`config.mk`:
```
export PLATFORM = sky130hd
export DESIGN_NAME = bcd_stopwatch_ctrl
export DESIGN_NICKNAME = d
export VERILOG_FILES = /design/src/rtl/bcd_stopwatch_ctrl_pkg.sv /design/src/rtl/bcd_stopwatch_ctrl_digit.sv /design/src/rtl/bcd_stopwatch_ctrl.sv
export SDC_FILE = /design/constraint.sdc
export NUM_CORES = 1
export LEC_CHECK = 0
export ABC_CLOCK_PERIOD_IN_PS = 2800
export CAP_MARGIN = 20
export CORE_MARGIN = 5
export CORE_UTILIZATION = 29
export CTS_BUF_LIST = sky130_fd_sc_hd__clkbuf_8
export DETAILED_ROUTE_END_ITERATION = 8
export PLACE_DENSITY = 0.61
export RECOVER_POWER = 25
export SYNTH_ARGS = -nofsm -noshare
export SYNTH_HDL_FRONTEND = slang
export SYNTH_HIERARCHICAL = 1
export SYNTH_SLANG_ARGS = --single-unit
```
`constraint.sdc`:
```
create_clock -name clk -period 2.8 [get_ports clk]
set_input_delay 0.28 -clock clk [delete_from_list [all_inputs] [get_ports clk]]
set_output_delay 0.28 -clock clk [all_outputs]
set_load 0.05 [all_outputs]
```
`src/rtl/bcd_stopwatch_ctrl_pkg.sv`:
```
// Shared types and constants for the BCD stopwatch controller.
package bcd_stopwatch_ctrl_pkg;

   typedef enum logic [1:0] {
      IDLE  = 2'd0,
      RUN   = 2'd1,
      PAUSE = 2'd2
   } state_t;

   localparam int unsigned NUM_DIGITS = 4;
   localparam logic [3:0]  BCD_MAX    = 4'd9;
   localparam int unsigned PRESC_W    = 16;

endpackage

```
`src/rtl/bcd_stopwatch_ctrl_digit.sv`:
```
// Single BCD counter cell: counts 0..9, wraps to 0 and reports carry when
// incremented at 9.
module bcd_digit
   import bcd_stopwatch_ctrl_pkg::*;
(
   input  logic       clk,
   input  logic       rst,
   input  logic       inc_en,
   input  logic       clr,
   output logic [3:0] value,
   output logic       carry_out
);

   // Digit register: clear has priority over increment.
   always_ff @(posedge clk or negedge rst) begin
      if (!rst) begin
         value <= '0;
      end else if (clr) begin
         value <= '0;
      end else if (inc_en) begin
         value <= (value == BCD_MAX) ? '0 : value + 4'd1;
      end
   end

   // Carry is combinational so a full 9..9 ripple settles before one edge.
   always_comb begin
      carry_out = inc_en && (value == BCD_MAX);
   end

endmodule

```
`src/rtl/bcd_stopwatch_ctrl.sv`:
```
// Four-digit BCD stopwatch: IDLE/RUN/PAUSE control, prescaled tick,
// sticky overflow and lap capture.
module bcd_stopwatch_ctrl
   import bcd_stopwatch_ctrl_pkg::*;
#(
   parameter int unsigned TICK_DIV = 10
)
(
   input  logic        clk,
   input  logic        rst,
   input  logic        start,
   input  logic        stop,
   input  logic        clear,
   input  logic        lap,
   output logic [15:0] digits,
   output logic        running,
   output logic        overflow,
   output logic [15:0] lap_digits,
   output logic        lap_valid
);

   localparam logic [PRESC_W-1:0] PRESC_LAST = PRESC_W'(TICK_DIV - 1);

   state_t             state;
   state_t             state_nxt;
   logic [PRESC_W-1:0] presc;
   logic               tick;
   logic               tick_apply;
   logic               wrap;
   logic               lap_take;

   // Tick fires on the last prescaler count in RUN; clear discards it.
   always_comb begin
      tick       = (state == RUN) && (presc == PRESC_LAST);
      tick_apply = tick && !clear;
      lap_take   = lap && !clear && (state != IDLE);
   end

   // Digit chain: each stage increments when all lower stages wrap.
   for (genvar g = 0; g < NUM_DIGITS; g++) begin : g_dig
      logic inc;
      logic co;
      if (g == 0) begin : g_first
         assign inc = tick_apply;
      end else begin : g_next
         assign inc = g_dig[g-1].co;
      end
      bcd_digit u_digit (
         .clk       (clk),
         .rst       (rst),
         .inc_en    (inc),
         .clr       (clear),
         .value     (digits[4*g +: 4]),
         .carry_out (co)
      );
   end

   assign wrap = g_dig[NUM_DIGITS-1].co;

   // FSM state register.
   always_ff @(posedge clk or negedge rst) begin
      if (!rst) begin
         state <= IDLE;
      end else begin
         state <= state_nxt;
      end
   end

   // Next-state logic with clear > stop > start priority.
   always_comb begin
      state_nxt = state;
      if (clear) begin
         state_nxt = IDLE;
      end else if (stop) begin
         if (state == RUN) begin
            state_nxt = PAUSE;
         end
      end else if (start && (state != RUN)) begin
         state_nxt = RUN;
      end
   end

   // FSM outputs decoded from the registered state.
   always_comb begin
      running = (state == RUN);
   end

   // Prescaler: counts in RUN, holds in PAUSE, zero in IDLE.
   always_ff @(posedge clk or negedge rst) begin
      if (!rst) begin
         presc <= '0;
      end else if (clear) begin
         presc <= '0;
      end else begin
         case (state)
            RUN:     presc <= tick ? '0 : presc + PRESC_W'(1);
            IDLE:    presc <= '0;
            default: presc <= presc;
         endcase
      end
   end

   // Sticky overflow, set when the top digit carries out.
   always_ff @(posedge clk or negedge rst) begin
      if (!rst) begin
         overflow <= 1'b0;
      end else if (clear) begin
         overflow <= 1'b0;
      end else if (wrap) begin
         overflow <= 1'b1;
      end
   end

   // Lap capture of the pre-edge count with a one-cycle valid pulse.
   always_ff @(posedge clk or negedge rst) begin
      if (!rst) begin
         lap_digits <= '0;
         lap_valid  <= 1'b0;
      end else begin
         lap_valid <= lap_take;
         if (lap_take) begin
            lap_digits <= digits;
         end
      end
   end

endmodule

```
# ---- After elaboration in Yosys (flattened, before gate mapping)
# Index checks and enable logic that the tools add are counted.
dict set report word_totals {
  reg_bits 52
  inputBits 6
}
dict set report op_classes {
  n_reduce_logical 20
  n_eq_ne 8
  addsub 5
  n_mux 21
}
# cell n
set op_table {}
lappend op_table {{4-bit 2-to-1 mux} 12}
lappend op_table {{16-bit 2-to-1 mux} 2}
lappend op_table {{16-bit case mux with 2 select lines} 1}
lappend op_table {{16-bit by 1-bit adder with 16-bit output, second input constant} 1}
lappend op_table {{4-bit by 1-bit adder with 4-bit output, second input constant} 4}
lappend op_table {{16-bit by 4-bit equality test with 1-bit output, second input constant} 1}
lappend op_table {{4-bit equality test, second input constant} 4}
lappend op_table {{2-bit nonzero test} 6}
lappend op_table {{1-bit logical AND} 9}
lappend op_table {{2-bit 2-to-1 mux} 4}
lappend op_table {{3-bit nonzero test} 2}
lappend op_table {{3-bit by 1-bit inequality test with 1-bit output, second input constant} 1}
lappend op_table {{2-bit by 1-bit equality test with 1-bit output, second input constant} 1}
lappend op_table {{2-bit zero test} 1}
lappend op_table {{1-bit 2-to-1 mux} 2}
lappend op_table {{2-bit by 1-bit inequality test with 1-bit output, second input constant} 1}
lappend op_table {{2-bit AND reduction} 1}
lappend op_table {{1-bit zero test} 1}

# ---- Logic depth before layout (Yosys ltp)
dict set report logic_depth {
  depth_word 9
  depth_mapped 15
}

# ---- By module
# The synthesis kept the hierarchy.
# mod seq_area_each_um2 instances cells_each area_each_um2
set by_module_without_submodules {}
lappend by_module_without_submodules {bcd_stopwatch_ctrl 900.9 1 155 1709.1}
lappend by_module_without_submodules {bcd_digit 100.1 4 26 241.5}

# ---- Least setup slack after synthesis
# Ideal clock, no wire load.
dict set report synth_path {
  kind {register to register}
  from {reg presc[1]}
  to {reg g_dig[3].u_digit.value[3]}
  synth_period_minus_slack_ns 2.986
  path_slack_ns -0.186
  required_ns 2.723
  stages_incl_launch_ff 15
  n_path_buf 0
  arrival_ns 2.909
  path_cell_list {dfrtp_1 -> inv_1 -> ha_1 -> nor4b_1 -> and4_4 -> nor2b_1 -> inv_1 -> nor2_1 -> inv_1 -> nor2_1 -> inv_1 -> nor2_1 -> and4b_2 -> o21ai_0 -> a21oi_1}
}
dict set report synth_between {
  elab_chain_len 7
}
# element line_no
set synth_rtl {}
lappend synth_rtl {{from (decl)} bcd_stopwatch_ctrl.sv:26} ;# logic [PRESC_W-1:0] presc;
lappend synth_rtl {{from (signal assigned)} bcd_stopwatch_ctrl.sv:96} ;# RUN: presc <= tick ? '0 : presc + PRESC_W'(1);
lappend synth_rtl {{from (signal assigned)} bcd_stopwatch_ctrl.sv:98} ;# default: presc <= presc;
lappend synth_rtl {{16-bit by 4-bit equality test with 1-bit output} bcd_stopwatch_ctrl.sv:34} ;# tick = (state == RUN) && (presc == PRESC_LAST);
lappend synth_rtl {{1-bit logical AND} bcd_stopwatch_ctrl.sv:34}
lappend synth_rtl {{1-bit logical AND} bcd_stopwatch_ctrl.sv:35} ;# tick_apply = tick && !clear;
lappend synth_rtl {{via g_dig[0].inc} bcd_stopwatch_ctrl.sv:41} ;# logic inc;
lappend synth_rtl {{1-bit logical AND} bcd_stopwatch_ctrl_digit.sv:27} ;# carry_out = inc_en && (value == BCD_MAX);
lappend synth_rtl {{via g_dig[0].co} bcd_stopwatch_ctrl.sv:42} ;# logic co;
lappend synth_rtl {{1-bit logical AND} bcd_stopwatch_ctrl_digit.sv:27}
lappend synth_rtl {{via g_dig[1].co} bcd_stopwatch_ctrl.sv:42}
lappend synth_rtl {{1-bit logical AND} bcd_stopwatch_ctrl_digit.sv:27}
lappend synth_rtl {{via g_dig[2].co} bcd_stopwatch_ctrl.sv:42}
lappend synth_rtl {{2-bit nonzero test (no line)} -}
lappend synth_rtl {{to (signal assigned)} bcd_stopwatch_ctrl_digit.sv:21} ;# value <= (value == BCD_MAX) ? '0 : value + 4'd1;
lappend synth_rtl {{to (decl)} bcd_stopwatch_ctrl_digit.sv:10} ;# output logic [3:0] value,
# The timed path passes the listed nets, and every way through them passes these cells.
# A chain may end at the register's enable or synchronous reset.

# ---- Worst setup path after layout
dict set report layout_path {
  from {reg presc[1]}
  to {reg g_dig[3].u_digit.value[2]}
}
# The elaborated chain is that of the path after synthesis.

==> impl_metrics.env <==
export IMPL_slew_headroom_pct=44.12
export IMPL_yosysSeqAreaShare_pct=48.64
export IMPL_drt_pass1_iter_count=4
export IMPL_ys_ff_latch=52
export IMPL_outcome="finished, final reports clean"
export IMPL_hp_class="register to register"
export IMPL_startpoint="presc[1]$_DFFE_PN0P_"
export IMPL_slowest_stage="dfrtp_1"
export IMPL_io_buffers=40
export IMPL_crit_arrival_ns=2.74
export IMPL_synth_top_area_cell="dfrtp_1"
export IMPL_grt_max_degree=46
export IMPL_path_buf_inv=4
export IMPL_rows=35
export IMPL_hold_viol=0
export IMPL_grt_overflow_total=0
export IMPL_synth_compound_area_share_pct=14.83
export IMPL_rsz0062_at_grt="no"
export IMPL_ys_async_sr_fraction_pct=100.0
export IMPL_peakVddDrop_uv=230.0
export IMPL_synth_common_cells="52 x dfrtp_1, 27 x nand2_1, 18 x a21oi_1, 15 x nor2_1, 13 x o21ai_0"
export IMPL_post_dp_hpwl_microns=4257
export IMPL_grt_pass1_vias=2203
export IMPL_routed_wl_microns=6026
export IMPL_routedWlPerCell_microns=14.18
export IMPL_p_leak_uw=0.001403
export IMPL_floorplan_initialDensity_pct=29.37
export IMPL_critPathTopFamily="simple AND/OR/NAND/NOR gates"
export IMPL_drt_iter0_drc=81
export IMPL_synth_area_leaders="dfrtp_1 49%, mux2_2 5.1%, ha_1 4.7%, nand2_1 3.8%, a21oi_1 3.4%"
export IMPL_coreArea_sq_um=9109
export IMPL_fin_area_sq_um=3416
export IMPL_yosysTopAreaCellShare_pct=48.64
export IMPL_clockBufferDepth=2
export IMPL_area_delta_synth_final_pct=27.69
export IMPL_crit_path_start_kind="register"
export IMPL_drv_cap=0
export IMPL_synth_warnings=6
export IMPL_worstMarginPinSlew_ns=0.8382
export IMPL_htreeDepth=2
export IMPL_synth_cells=259
export IMPL_drive_gt1_share_pct=17.20
export IMPL_cts_root_buf="clkbuf_8"
export IMPL_cp_end_kind="register"
export IMPL_fin_tns_setup_ns=0
export IMPL_yosysMostFrequentCell="dfrtp_1"
export IMPL_yosys_area_share_adder_pct=4.677
export IMPL_synthSimpleGateAreaFrac_pct=20.77
export IMPL_hp_start="lap_digits[12]$_DFFE_PN0P_"
export IMPL_cts_tree="done"
export IMPL_clock_latency_ns=0.30
export IMPL_drtAntennaViolNets=0
export IMPL_placed_area_sq_um=3268
export IMPL_antenna_found_initial=0
export IMPL_path_cells="inv_1 -> ha_1 -> nor4b_1 -> and4_4 -> nor2b_2 -> inv_1 -> nor2_1 -> inv_1 -> nor2_2 -> inv_1 -> nor2_4 -> nand2_2 -> a211o_1 -> a21oi_2"
export IMPL_r2r_start="presc[1]$_DFFE_PN0P_"
export IMPL_syn_cell_area_sq_um=2675
export IMPL_multi_input_area_sq_um=1310
export IMPL_cts_buffers=5
export IMPL_crit_path_max_fanout=6
export IMPL_final_min_clock_period_ns=2.510
export IMPL_synth_top_family_by_area="simple AND/OR/NAND/NOR gates"
export IMPL_grt_pass1_wl_microns=10450
export IMPL_place_gp_congestion=0.8060
export IMPL_power_uw=1412
export IMPL_num_vias=2152
export IMPL_num_nets_final=330
export IMPL_diodes=0
export IMPL_clk_pin_slew_ns=0.09
export IMPL_slew_viol_final=0
export IMPL_seq_area_sq_um=1301
export IMPL_powerDensity_nw_per_um2=413.4
export IMPL_cp_common_cell="inv_1"
export IMPL_die_h_microns=106.0
export IMPL_synth_xor_area_share_pct=0.3274
export IMPL_synth_net_count=275
export IMPL_drc=0
export IMPL_required_ns=3.03
export IMPL_worst_clock_skew_ns=0.004128
export IMPL_dieArea_sq_um=11250
export IMPL_cts_sinks=52
export IMPL_cpPeakStageDelay_ns=0.39
export IMPL_avgViaCountPerCell=5.064
export IMPL_setup_viol=0
export IMPL_io_pins=41
export IMPL_yosys_most_used_dff="dfrtp_1"
export IMPL_fin_crit_sh_pct=89.64
export IMPL_grt_usage_pct=11.24
export IMPL_n_fill_cell=926
export IMPL_synthMuxAreaShare_pct=7.858
export IMPL_die_w_microns=106.0
export IMPL_fmax_ghz=0.3984
export IMPL_syn_area_per_cell_sq_um=10.33
export IMPL_ys_types=45
export IMPL_synth_edf_count=0
export IMPL_path_class="register to register"
==> routing by layer <==
metal / vias to the layer above / GRT usage (%) / share of wire, %
met5: - / 0 / 0
met4: 0 / 3.700 / 1.6
met3: 6 / 3.036 / 3.7
met2: 34 / 19.03 / 49
met1: 1069 / 13.88 / 46
li1: 1043 / - / -
==> path summary, 6_finish.rpt <==
kind                       depth (start not counted)                                    end  slack (ns)
setup reg to reg                                  14  g_dig[3].u_digit/value[2]$_DFFE_PN0P_        0.29
hold / removal                                     1             lap_digits[12]$_DFFE_PN0P_        0.50
max in group asynchronous                          4                   presc[2]$_DFFE_PN0P_        0.92
hold reg to reg                                    1             lap_digits[12]$_DFFE_PN0P_        0.50
setup / recovery                                  14  g_dig[3].u_digit/value[2]$_DFFE_PN0P_        0.29
min in group asynchronous                          2             lap_digits[13]$_DFFE_PN0P_        0.53
==> power breakdown <==
group / switching (uW) / internal [uW]
Sequential: 2.26 / 753
Clock: 241 / 352
Combinational: 42.9 / 21.8
Total: 286 / 1130
==> placed cells by master, fill, tap and decap left out, drive strengths merged, types with 5 or more instances in the layout <==
cell / count
nor3: 5
o21ai: 18
ha: 10
a21oi: 22
buf: 12
nand2: 31
nand3b: 12
a211o: 5
mux2: 16
nand3: 9
a31oi: 8
nor2: 16
clkbuf: 7
inv: 10
clkdlybuf4s50: 39
dfrtp: 52
==> logic make-up (layout without fill, tap and decap cells) <==
kind of cell	after synthesis	in the layout
flops	52	52
xor+xnor	1	1
compound gates	63	63
buf+inv	16	71
simple gates	98	98
mux	19	19
fa+ha+maj	10	10
==> state kept, by name (all words and copies together), names as in the netlist <==
register	count
presc	16
state	2
lap_digits	16
g_dig.u_digit/value	16
overflow	1
lap_valid	1
==> cell type report <==
class                           count  share of cell area, %
Clock buffer                        5                  2.015
Multi-Input combinational cell    191                  38.35
Sequential cell                    52                  38.10
Clock inverter                      2                  1.758
Timing Repair Buffer               54                  14.62
Inverter                           10                  1.099
Tap cell                          111                  4.066
==> per-stage QoR <==
step / cells / hold slack, ns / utilization, % / setup WS (ns)
floorplan: 259 / -0.01559 / - / 0.04050
global placement: 416 / 0.4696 / 35.88 / 0.3196
detailed placement: 416 / 0.4787 / 35.88 / 0.2460
CTS: 423 / 0.1902 / 37.29 / 0.1945
global route: 425 / 0.5369 / 37.50 / 0.06694
finish: 425 / 0.5018 / 37.50 / 0.2900
==> timing repair <==
| item | CTS | global route |
|---|---|---|
| endpoints found under the hold margin | 0 | 11 |
| hold buffers | 0 | 1 |
| gates resized for setup | 0 | 1 |
| endpoints found under the setup margin | 0 | 1 |
| setup buffers | 0 | 0 |
Note: power is estimated with default switching activity, not from simulation.
